File: config.mk
export PLATFORM = sky130hd
export DESIGN_NAME = mem_access_stage_flat
export DESIGN_NICKNAME = d
export VERILOG_FILES = /design/src/rtl/mem_access_stage_if.sv /design/src/rtl/mem_access_stage.sv /design/src/flat_wrapper.sv
export SDC_FILE = /design/constraint.sdc
export NUM_CORES = 1
export LEC_CHECK = 0
export BUFFER_PORTS_ARGS = -buffer_cell sky130_fd_sc_hd__buf_2
export CORE_UTILIZATION = 47
export CTS_CLUSTER_SIZE = 28
export DETAILED_ROUTE_END_ITERATION = 16
export PLACE_DENSITY = 0.87
export SETUP_SLACK_MARGIN = 0.05
export SLEW_MARGIN = 20
export SYNTH_ARGS = -nofsm -noshare
export SYNTH_HDL_FRONTEND = slang
export SYNTH_SLANG_ARGS = --single-unit
export TNS_END_PERCENT = 20
File: constraint.sdc
create_clock -name clk -period 3.7 [get_ports clk]
set_input_delay 0.37 -clock clk [delete_from_list [all_inputs] [get_ports clk]]
set_output_delay 0.37 -clock clk [all_outputs]
set_load 0.02 [all_outputs]
File: src/rtl/mem_access_stage_if.sv
// Signal bundle of the MEM stage: EX inputs, data-memory port and MEM results.
// The stage drives through the master modport; the pipeline/memory environment uses slave.
interface mem_access_stage_if #(
  parameter int DATA_W = 32
);
  logic              EX_valid;
  logic [6:0]        EX_opcode;
  logic [DATA_W-1:0] EX_alu_result;
  logic [DATA_W-1:0] EX_r2;
  logic [4:0]        EX_rd;
  logic              EX_regwrite;
  logic              mem_stall;

  // dmem handshake: dmem_req rises when an access starts and stays high, with dmem_addr,
  // dmem_we and dmem_wdata stable, up to and including the first cycle dmem_ack is high;
  // that cycle completes the access (dmem_rdata valid for loads). Ack without req is ignored.
  logic              dmem_req;
  logic              dmem_we;
  logic [DATA_W-1:0] dmem_addr;
  logic [DATA_W-1:0] dmem_wdata;
  logic              dmem_ack;
  logic [DATA_W-1:0] dmem_rdata;

  logic              MEM_valid;
  logic [DATA_W-1:0] MEM_data;
  logic [4:0]        MEM_rd;
  logic              MEM_regwrite;
  logic              bus_err;

  modport master (
    input  EX_valid, EX_opcode, EX_alu_result, EX_r2, EX_rd, EX_regwrite,
    input  dmem_ack, dmem_rdata,
    output mem_stall, dmem_req, dmem_we, dmem_addr, dmem_wdata,
    output MEM_valid, MEM_data, MEM_rd, MEM_regwrite, bus_err
  );

  modport slave (
    output EX_valid, EX_opcode, EX_alu_result, EX_r2, EX_rd, EX_regwrite,
    output dmem_ack, dmem_rdata,
    input  mem_stall, dmem_req, dmem_we, dmem_addr, dmem_wdata,
    input  MEM_valid, MEM_data, MEM_rd, MEM_regwrite, bus_err
  );
endinterface

File: src/rtl/mem_access_stage.sv
// MEM pipeline stage: registers ALU results, runs LW/SW over the req/ack dmem port with timeout.
// Optional macro MEM_ALIGN_CHECK_EN: misaligned LW/SW are not issued and retire with bus_err.
module mem_access_stage #(
  parameter int DATA_W      = 32,
  parameter int TIMEOUT_CYC = 16
) (
  input  logic               clk,
  input  logic               reset,
  mem_access_stage_if.master bus,
  output logic               o_dbg_state
);
  localparam logic [6:0] OP_LW    = 7'b0000011;
  localparam logic [6:0] OP_SW    = 7'b0100011;
  localparam logic [0:0] S_IDLE   = 1'b0;
  localparam logic [0:0] S_ACCESS = 1'b1;
  localparam int         CW       = $clog2(TIMEOUT_CYC);
  localparam logic [CW-1:0] CNT_LAST = CW'(TIMEOUT_CYC - 1);

  logic [0:0]        r_state;
  logic [CW-1:0]     r_cnt;
  logic [DATA_W-1:0] r_addr;
  logic [DATA_W-1:0] r_wdata;
  logic              r_we;
  logic [4:0]        r_rd;
  logic              r_mem_valid;
  logic [DATA_W-1:0] r_mem_data;
  logic [4:0]        r_mem_rd;
  logic              r_mem_regwrite;
  logic              r_bus_err;

  logic w_mem_op;
  logic w_misalign;
  logic w_issue;
  logic w_cnt_last;

  assign w_mem_op = bus.EX_valid & ((bus.EX_opcode == OP_LW) | (bus.EX_opcode == OP_SW));

`ifdef MEM_ALIGN_CHECK_EN
  assign w_misalign = (bus.EX_alu_result[1:0] != 2'b00);
`else
  assign w_misalign = 1'b0;
`endif

  assign w_issue    = w_mem_op & ~w_misalign;
  assign w_cnt_last = (r_cnt == CNT_LAST);

  // In ACCESS the upstream advances on the ack edge, and also on the timeout edge.
  assign bus.mem_stall = (r_state == S_IDLE) ? w_issue : ~(bus.dmem_ack | w_cnt_last);
  assign bus.dmem_req  = (r_state == S_ACCESS);
  assign bus.dmem_we   = r_we;
  assign bus.dmem_addr = r_addr;
  assign bus.dmem_wdata = r_wdata;

  assign bus.MEM_valid    = r_mem_valid;
  assign bus.MEM_data     = r_mem_data;
  assign bus.MEM_rd       = r_mem_rd;
  assign bus.MEM_regwrite = r_mem_regwrite;
  assign bus.bus_err      = r_bus_err;
  assign o_dbg_state      = r_state;

  always_ff @(posedge clk or posedge reset) begin
    if (reset) begin
      r_state        <= S_IDLE;
      r_cnt          <= '0;
      r_addr         <= '0;
      r_wdata        <= '0;
      r_we           <= 1'b0;
      r_rd           <= '0;
      r_mem_valid    <= 1'b0;
      r_mem_data     <= '0;
      r_mem_rd       <= '0;
      r_mem_regwrite <= 1'b0;
      r_bus_err      <= 1'b0;
    end else begin
      r_bus_err <= 1'b0;
      case (r_state)
        S_IDLE: begin
          r_cnt <= '0;
          if (w_issue) begin
            r_state        <= S_ACCESS;
            r_addr         <= bus.EX_alu_result;
            r_wdata        <= bus.EX_r2;
            r_we           <= (bus.EX_opcode == OP_SW);
            r_rd           <= bus.EX_rd;
            r_mem_valid    <= 1'b0;
            r_mem_regwrite <= 1'b0;
          end else if (w_mem_op) begin
            // Rejected misaligned access retires immediately without side effects.
            r_mem_valid    <= 1'b1;
            r_mem_rd       <= bus.EX_rd;
            r_mem_regwrite <= 1'b0;
            r_bus_err      <= 1'b1;
          end else begin
            r_mem_valid    <= bus.EX_valid;
            r_mem_data     <= bus.EX_alu_result;
            r_mem_rd       <= bus.EX_rd;
            r_mem_regwrite <= bus.EX_valid & bus.EX_regwrite & (bus.EX_rd != 5'd0);
          end
        end
        S_ACCESS: begin
          if (bus.dmem_ack) begin
            r_state     <= S_IDLE;
            r_mem_valid <= 1'b1;
            r_mem_rd    <= r_rd;
            if (!r_we) begin
              r_mem_data     <= bus.dmem_rdata;
              r_mem_regwrite <= (r_rd != 5'd0);
            end else begin
              r_mem_regwrite <= 1'b0;
            end
          end else if (w_cnt_last) begin
            r_state        <= S_IDLE;
            r_mem_valid    <= 1'b1;
            r_mem_rd       <= r_rd;
            r_mem_regwrite <= 1'b0;
            r_bus_err      <= 1'b1;
          end else begin
            r_cnt <= r_cnt + 1'b1;
          end
        end
        default: r_state <= S_IDLE;
      endcase
    end
  end
endmodule

File: src/flat_wrapper.sv
// flat-port wrapper written by rule: the top's interface ports become plain ports
module mem_access_stage_flat 
#(
  parameter int DATA_W      = 32,
  parameter int TIMEOUT_CYC = 16
)
  (clk, reset, o_dbg_state, bus_EX_valid, bus_EX_opcode, bus_EX_alu_result, bus_EX_r2, bus_EX_rd, bus_EX_regwrite, bus_dmem_ack, bus_dmem_rdata, bus_mem_stall, bus_dmem_req, bus_dmem_we, bus_dmem_addr, bus_dmem_wdata, bus_MEM_valid, bus_MEM_data, bus_MEM_rd, bus_MEM_regwrite, bus_bus_err);
  mem_access_stage_if #(.DATA_W(DATA_W)) bus_i ();
  input  logic clk;
  input  logic reset;
  output logic o_dbg_state;
  input wire logic [$bits(bus_i.EX_valid)-1:0] bus_EX_valid;
  input wire logic [$bits(bus_i.EX_opcode)-1:0] bus_EX_opcode;
  input wire logic [$bits(bus_i.EX_alu_result)-1:0] bus_EX_alu_result;
  input wire logic [$bits(bus_i.EX_r2)-1:0] bus_EX_r2;
  input wire logic [$bits(bus_i.EX_rd)-1:0] bus_EX_rd;
  input wire logic [$bits(bus_i.EX_regwrite)-1:0] bus_EX_regwrite;
  input wire logic [$bits(bus_i.dmem_ack)-1:0] bus_dmem_ack;
  input wire logic [$bits(bus_i.dmem_rdata)-1:0] bus_dmem_rdata;
  output wire logic [$bits(bus_i.mem_stall)-1:0] bus_mem_stall;
  output wire logic [$bits(bus_i.dmem_req)-1:0] bus_dmem_req;
  output wire logic [$bits(bus_i.dmem_we)-1:0] bus_dmem_we;
  output wire logic [$bits(bus_i.dmem_addr)-1:0] bus_dmem_addr;
  output wire logic [$bits(bus_i.dmem_wdata)-1:0] bus_dmem_wdata;
  output wire logic [$bits(bus_i.MEM_valid)-1:0] bus_MEM_valid;
  output wire logic [$bits(bus_i.MEM_data)-1:0] bus_MEM_data;
  output wire logic [$bits(bus_i.MEM_rd)-1:0] bus_MEM_rd;
  output wire logic [$bits(bus_i.MEM_regwrite)-1:0] bus_MEM_regwrite;
  output wire logic [$bits(bus_i.bus_err)-1:0] bus_bus_err;
  assign bus_i.EX_valid = bus_EX_valid;
  assign bus_i.EX_opcode = bus_EX_opcode;
  assign bus_i.EX_alu_result = bus_EX_alu_result;
  assign bus_i.EX_r2 = bus_EX_r2;
  assign bus_i.EX_rd = bus_EX_rd;
  assign bus_i.EX_regwrite = bus_EX_regwrite;
  assign bus_i.dmem_ack = bus_dmem_ack;
  assign bus_i.dmem_rdata = bus_dmem_rdata;
  assign bus_mem_stall = bus_i.mem_stall;
  assign bus_dmem_req = bus_i.dmem_req;
  assign bus_dmem_we = bus_i.dmem_we;
  assign bus_dmem_addr = bus_i.dmem_addr;
  assign bus_dmem_wdata = bus_i.dmem_wdata;
  assign bus_MEM_valid = bus_i.MEM_valid;
  assign bus_MEM_data = bus_i.MEM_data;
  assign bus_MEM_rd = bus_i.MEM_rd;
  assign bus_MEM_regwrite = bus_i.MEM_regwrite;
  assign bus_bus_err = bus_i.bus_err;
  mem_access_stage #(.DATA_W(DATA_W), .TIMEOUT_CYC(TIMEOUT_CYC)) u_core (.clk(clk), .reset(reset), .bus(bus_i), .o_dbg_state(o_dbg_state));
endmodule
# Word level (Yosys, flattened, before mapping)
# Index checks and enable logic that the tools add are counted.
[totals]
ff_bits = 115
in_bits = 113
output_inout_bits = 108
word_cells = 62
[classes]
addsub = 1
eq_ne = 9
muxes = 28
n_bitwise = 7
reduce_logical = 6
[ops]
columns = ["op", "n"]
rows = [
  ["2-to-1 mux 32 bit", 3],
  ["case mux 32 bit (2 select lines)", 1],
  ["2-to-1 mux 5 bit", 3],
  ["2-to-1 mux 1 bit", 13],
  ["inequality test 2 bit (second input constant)", 5],
  ["case mux 5 bit (2 select lines)", 1],
  ["nonzero test 5 bit", 2],
  ["2-to-1 mux 4 bit", 2],
  ["case mux 1 bit (2 select lines)", 4],
  ["case mux 4 bit (2 select lines)", 1],
  ["equality test 7 x 2 -> 1 bit (second input constant)", 1],
  ["equality test 7 x 6 -> 1 bit (second input constant)", 1],
  ["AND reduction 2 bit", 3],
  ["adder 4 x 1 -> 4 bit (second input constant)", 1],
  ["equality test 4 bit (second input constant)", 1],
  ["AND 1 bit", 3],
  ["inequality test 3 bit (second input constant)", 1],
  ["AND reduction 3 bit", 1],
  ["NOT 1 bit", 2],
  ["bitwise OR 1 bit", 2],
]

# Longest topological paths before layout
# Gate-level depths: netlist (run 1).
[depth]
ltp_word = 5
ltp_mapped = 6
ltp_nobuf = 5

# Worst setup path before layout (run 1)
# OpenSTA, ideal clock, no wires.
[synth_timing]
path_kind = "register -> output"
startpoint = "reg u_core.r_state, in the netlist u_core.bus.dmem_req"
endpoint = "out bus_mem_stall"
t_arrival_ns = 1.515
required_ns = 3.330
setup_slack_ns = 1.815
stages_incl_launch_ff = 6
n_path_buf = 2
path_cell_list = "dfrtp_1 -> buf_2 -> nor2b_1 -> nand3_4 -> clkbuf_1 -> nand2_1"
[synth_via]
elab_chain_cells = 1
[synth_rtl]
columns = ["item", "line", "source"]
rows = [
  ["from (decl)", "mem_access_stage.sv:19", "logic [0:0] r_state;"],
  ["from (signal assigned)", "mem_access_stage.sv:63", "r_state <= S_IDLE;"],
  ["from (signal assigned)", "mem_access_stage.sv:80", "r_state <= S_ACCESS;"],
  ["from (signal assigned)", "mem_access_stage.sv:102", "r_state <= S_IDLE;"],
  ["2-to-1 mux 1 bit", "mem_access_stage.sv:48", "assign bus.mem_stall = (r_state == S_IDLE) ? w_issue : ~(bus.dmem_ack | w_cnt_last);"],
  ["to (decl)", "flat_wrapper.sv:20", "output wire logic [$bits(bus_i.mem_stall)-1:0] bus_mem_stall;"],
]
# Every way passes these cells.

# Worst setup path after layout (run 1)
# Ends and elaborated chain as after synthesis.

==> impl_metrics.toml, run 1 <==
[synthesis]
syn_area_per_cell_um2 = 14.2
synth_area_leaders = "dfrtp_1 (57%), mux2_4 (21%), mux2i_1 (7.6%)"
ys_ff_latch = 115
ys_seq_area_frac = 0.572
yosysMostFrequentCell = "dfrtp_1"
synth_top_area_frac = 0.572
synth_common_cells = "dfrtp_1 (115), mux2_4 (69), a21oi_1 (39), nor2_1 (39), mux2i_1 (38)"
async_flop_share = 1.00
syn_inst = 355
synth_cell_types = 29
syn_area_um2 = 5030
yosysWarningCount = 0
synth_edf_count = 0
synth_top_cell_by_area = "dfrtp_1"
ys.flop_type = "dfrtp_1"
syn_nets = 469

[setup_path]
startpoint = "u_core.bus.dmem_req"
path_max_fanout = 44
arrival_ns = 2.49
required_ns = 3.33
endpoint_kind = "output pin"
critPathKind = "flip-flop to output pin"
start_kind = "flip-flop"
reg2reg_depth = 4
rr_startpoint = "u_core.bus.dmem_req"

[route]
drc = 0
vias = 3590
met1Wirelength_mm = 4.87
routed-wl-met3_um = 693
vias_per_cell = 4.94
dr.pass1.iters = 4
wl_met2_mm = 5.94
drtIter0Drc = 115
wl_per_cell_um = 16.0
wirelength_mm = 11.7
highest_layer = "met4"
ant_nets = 0

[cts]
htree_num_levels = 4
cts.sinks = 115
clk_latency_ns = 0.50
clkTransAtPathRegs_ns = 0.05
cts_max_path_buffers = 2
root_buffer = "clkbuf_8"
numCtsBuffers = 17
tritoncts = "yes"
postCtsSetupBuffers = 0

[timing]
clock.fmax_mhz = 350
slew_viol_final = 0
post-route-min-period_ns = 2.86
fin_worst_skew_ns = 0.00560
hold_violations = 0
setup_viol = 0
whs_ns = 0.0927
fin_setup_tns_ns = 0
worst_pin_slew_ns = 0.991
rsz0062_at_grt = "false"
period_share = 0.772
slew_headroom = 0.339
worst_slack_ns = 0.845

[placement]
pre_cts_slack_ns = 1.18
dp_hpwl_mm = 8.28
gp_congestion = 0.779
numPortBuffers = 220
placed_cells = 694

[run]
drv_cap = 0

[min_path]
worstHoldStart = "bus_dmem_ack"
hold_depth = 2
hold_path.class = "input port to flip-flop"

[grt]
grt_usage = 0.218
grt_pass1_vias = 3815
overflow = 0
grt_pass1_wl_mm = 18.9
antenna_found_initial = 0
grt_max_degree = 66

[die]
io_pins = 221
dieArea_um2 = 11100
coreArea_um2 = 10400
rows = 37
start_util = 0.485
die_x_um = 105
die_h_um = 105

[power]
power.leakage_nw = 3.68
fin_total_pwr_mw = 3.60
peakVddDrop_v = 0.000276
powerDensity_nw_per_um2 = 530

[layout]
nets = 692
drive_gt1_frac = 0.555
n_fill_cell = 781
num_antenna_cells = 0
seqCellArea_um2 = 2880
multi_input_area_um2 = 2010
stdcell_count = 727
area_growth_pct = 34.9

[outcome]
status = "complete, no violations"
[what timing repair did]
action	CTS	global route
hold endpoints to repair	50	0
gates resized for setup	0	0
hold buffers	1	0
[critical path, stage by stage (launching register included)]
cell and delay [ns]:
dfrtp_2 0.35, buf_4 0.59, nand3_1 0.60, nand2_1 0.24, buf_2 0.19
[sequential cells by signal, indices dropped and copies added, names as in the netlist, 4 cells and up]
| signal | flops |
|---|---|
| u_core.r_cnt | 4 |
| u_core.bus.dmem_addr | 32 |
| u_core.bus.dmem_wdata | 32 |
| u_core.bus.MEM_rd | 5 |
| u_core.r_rd | 5 |
| u_core.bus.MEM_data | 32 |
[layer usage]
metal / up-vias / global-route usage
met4: 0 / 0.0805
met1: 1722 / 0.264
met2: 151 / 0.370
li1: 1699 / -
met5: - / 0
met3: 18 / 0.0612
[kinds of logic (layout without fill, tap and decap cells)]
family          after synthesis  in the layout  synth area share
compound gates               49             49            0.0544
xor+xnor                      1              1           0.00174
fa+ha+maj                     1              1           0.00249
simple gates                 57             57            0.0552
mux                         108            108             0.284
buf+inv                      24            260            0.0308
flops                       115            115             0.572
[cells in the final DEF, fill, tap and decap left out, types with 2 or more instances in the layout]
| cell type | Yosys | layout |
|---|---|---|
| nand2_1 | 3 | 3 |
| mux2i_1 | 38 | 38 |
| clkbuf_1 | 6 | 3 |
| bufinv_16 | 0 | 2 |
| a21oi_1 | 39 | 39 |
| inv_1 | 3 | 2 |
| clkinv_2 | 0 | 5 |
| dfrtp_1 | 115 | 114 |
| nor3_1 | 4 | 4 |
| nand3_1 | 2 | 2 |
| clkbuf_8 | 0 | 3 |
| buf_2 | 7 | 220 |
| buf_4 | 1 | 3 |
| a31oi_1 | 7 | 7 |
| nor2_1 | 39 | 39 |
| clkbuf_16 | 0 | 16 |
| clkinvlp_4 | 0 | 3 |
| mux2_4 | 69 | 69 |
[cell type report]
class	instances	share of cell area
tap	136	0.0251
multi-input combinational	216	0.296
clock inverter	10	0.0158
clock buffer	22	0.0667
inverter	3	0.00203
timing repair buffer	225	0.170
sequential	115	0.424
[metrics by stage]
step	area, µm²	utilization
after floorplan	5030	-
after global placement	6220	0.600
after global routing	6790	0.655
after CTS	6790	0.655
final	6790	0.655
after detailed placement	6220	0.600
[worst paths after layout]
path | endpoint | slack, ns
worst min-delay path | u_core.bus.bus_err | 0.09
max in group asynchronous | u_core.bus.dmem_wdata[5] | 2.41
worst min register to register | u_core.bus.dmem_wdata[3] | 0.50
min in group asynchronous | u_core.bus.dmem_wdata[9] | 0.51
worst max-delay path | bus_mem_stall | 0.84
worst max register to register | u_core.r_rd[3] | 1.32
[power breakdown]
part,switching (mW),internal [mW],total (mW)
registers,0.0761,1.39,1.46
clock network,0.551,0.986,1.54
logic,0.315,0.283,0.598
total,0.943,2.66,3.60
No activity file was read; power rests on OpenSTA's default activity.
==> run 2: changes to the inputs <==
--- a/config.mk
+++ b/config.mk
@@ -6,10 +6,10 @@
 export NUM_CORES = 1
 export LEC_CHECK = 0
 export BUFFER_PORTS_ARGS = -buffer_cell sky130_fd_sc_hd__buf_2
-export CORE_UTILIZATION = 47
+export CORE_UTILIZATION = 43
 export CTS_CLUSTER_SIZE = 28
 export DETAILED_ROUTE_END_ITERATION = 16
-export PLACE_DENSITY = 0.87
+export PLACE_DENSITY = 0.85
 export SETUP_SLACK_MARGIN = 0.05
 export SLEW_MARGIN = 20
 export SYNTH_ARGS = -nofsm -noshare
==> constraint.sdc (replaced) <==
create_clock -name clk -period 2.4 [get_ports clk]
set_input_delay 0.24 -clock clk [delete_from_list [all_inputs] [get_ports clk]]
set_output_delay 0.24 -clock clk [all_outputs]
set_load 0.02 [all_outputs]
==> run 2 against run 1 <==
Effect of this change:
- via count rose by 0.22%
- wire length barely moved
- core utilization fell by 4.8 points
- critical path depth rose by 1
- clock-buffer cell count did not move
- register-to-register slack got worse by 0.76 ns
- critical endpoint unchanged
- sequential cell count did not move
- the run now ends with hold timing left
- sequential power rose by 55%
- die area rose by 9.1%
- clock power rose by 82%
- final cell count rose by 1.2%
==> impl_metrics.toml, run 2 (synthesis results as in run 1) <==
[timing]
rsz0062_at_grt = "false"
slew_viol_final = 0
setup_viol = 0
clock.fmax_mhz = 461
slew_headroom = 0.569
fin_setup_tns_ns = 0
post-route-min-period_ns = 2.17
hold_violations = 16
worst_slack_ns = 0.229
fin_worst_skew_ns = 0.0102
worst_pin_slew_ns = 0.647
whs_ns = -0.0379
period_share = 0.904

[die]
die_x_um = 110
io_pins = 221
die_h_um = 110
dieArea_um2 = 12100
coreArea_um2 = 11400
start_util = 0.441
rows = 39

[route]
ant_nets = 0
drtIter0Drc = 156
vias_per_cell = 4.89
drc = 0
wl_per_cell_um = 15.8
wirelength_mm = 11.7
vias = 3598
dr.pass1.iters = 4

[cts]
postCtsSetupBuffers = 0
clk_latency_ns = 0.41
htree_num_levels = 4
postCtsHoldBufs = 0
numCtsBuffers = 17
cts.sinks = 115
cts_resized = 0
clkTransAtPathRegs_ns = 0.05
root_buffer = "clkbuf_16"
cts_max_path_buffers = 2
tritoncts = "yes"

[setup_path]
reg2reg_slack_ns = 0.56
endpoint_kind = "output pin"
startpoint = "u_core.bus.dmem_req"
arrival_ns = 1.93
start_kind = "flip-flop"
path_max_fanout = 52
required_ns = 2.16
critPathKind = "flip-flop to output pin"
rr_startpoint = "u_core.bus.dmem_req"

[placement]
place_area_um2 = 6270
dp_hpwl_mm = 8.09
gp_congestion = 0.757
pre_cts_slack_ns = 0.576
numPortBuffers = 220

[layout]
num_antenna_cells = 0
mostFrequentLayoutCell = "buf_2"
final_cell_mix = "buf_2 (220), dfrtp_1 (114), mux2_4 (69)"
area_growth_pct = 37.7
fin_area_um2 = 6930
n_fill_cell = 896
drive_gt1_frac = 0.562
nets = 695

[grt]
busiest_layer = "met2"
antenna_found_initial = 0
grt_max_degree = 116
grt_use_met3 = 0.0705
overflow = 0
grt_pass1_vias = 3652
grt_usage = 0.193
met1_usage = 0.231
use_met2 = 0.315
grt_pass1_wl_mm = 17.7

[min_path]
hold_path.class = "input port to async pin"

[power]
peakVddDrop_v = 0.000504
fin_total_pwr_mw = 5.98
power.leakage_nw = 3.75
powerDensity_nw_per_um2 = 862

[run]
drv_cap = 0

[outcome]
status = "finished, violations left"
violations = "hold timing"
## run 2: cell count changes in the layout (fill, tap and decap cells not counted), sizes merged
cell         change
clkinv           -3
buf              +4
inv              -1
dlygate4sd3      -1
bufinv           +3
## run 2: metrics by stage
stage / utilization / instances
after floorplan: - / 355
after global placement: 0.549 / 705
after detailed placement: 0.549 / 705
after CTS: 0.607 / 736
after global routing: 0.607 / 736
final: 0.607 / 736
## run 2: layout make-up
cell class              instances  area, µm²  share of cell area
multi-input cells             216       2010               0.290
clock buffers                  22        484              0.0699
inverters                       3       15.0             0.00217
repair buffers                228       1190               0.171
flip-flops and latches        115       2880               0.415
clock inverters                 9        175              0.0253
well taps                     143        179              0.0258
## run 2: worst paths after layout
path	to	cells after the start
hold reg to reg	u_core.bus.dmem_wdata[5]	1
max in group asynchronous	u_core.bus.dmem_addr[28]	3
hold / removal	u_core.bus.dmem_wdata[16]	3
setup reg to reg	u_core.bus.dmem_addr[18]	4
setup / recovery	bus_mem_stall	5
min in group clk	u_core.bus.dmem_wdata[17]	2
## run 2: worst max-delay path, stage by stage, from the launching register on
cell	delay [ns]
dfrtp_2	0.49
nor2b_1	0.40
nand3_4	0.14
buf_12	0.23
nand2_1	0.11
buf_2	0.16
## run 2: report_power, final
group | internal (mW) | switching, mW
sequential | 2.14 | 0.117
combinational | 0.436 | 0.488
clock | 1.94 | 0.852
## run 2: layer usage
layer / part of all wire / routed length [µm]
met5: 0 / 0
met4: 0.010 / 121
met3: 0.066 / 766
met2: 0.50 / 5820
met1: 0.42 / 4950
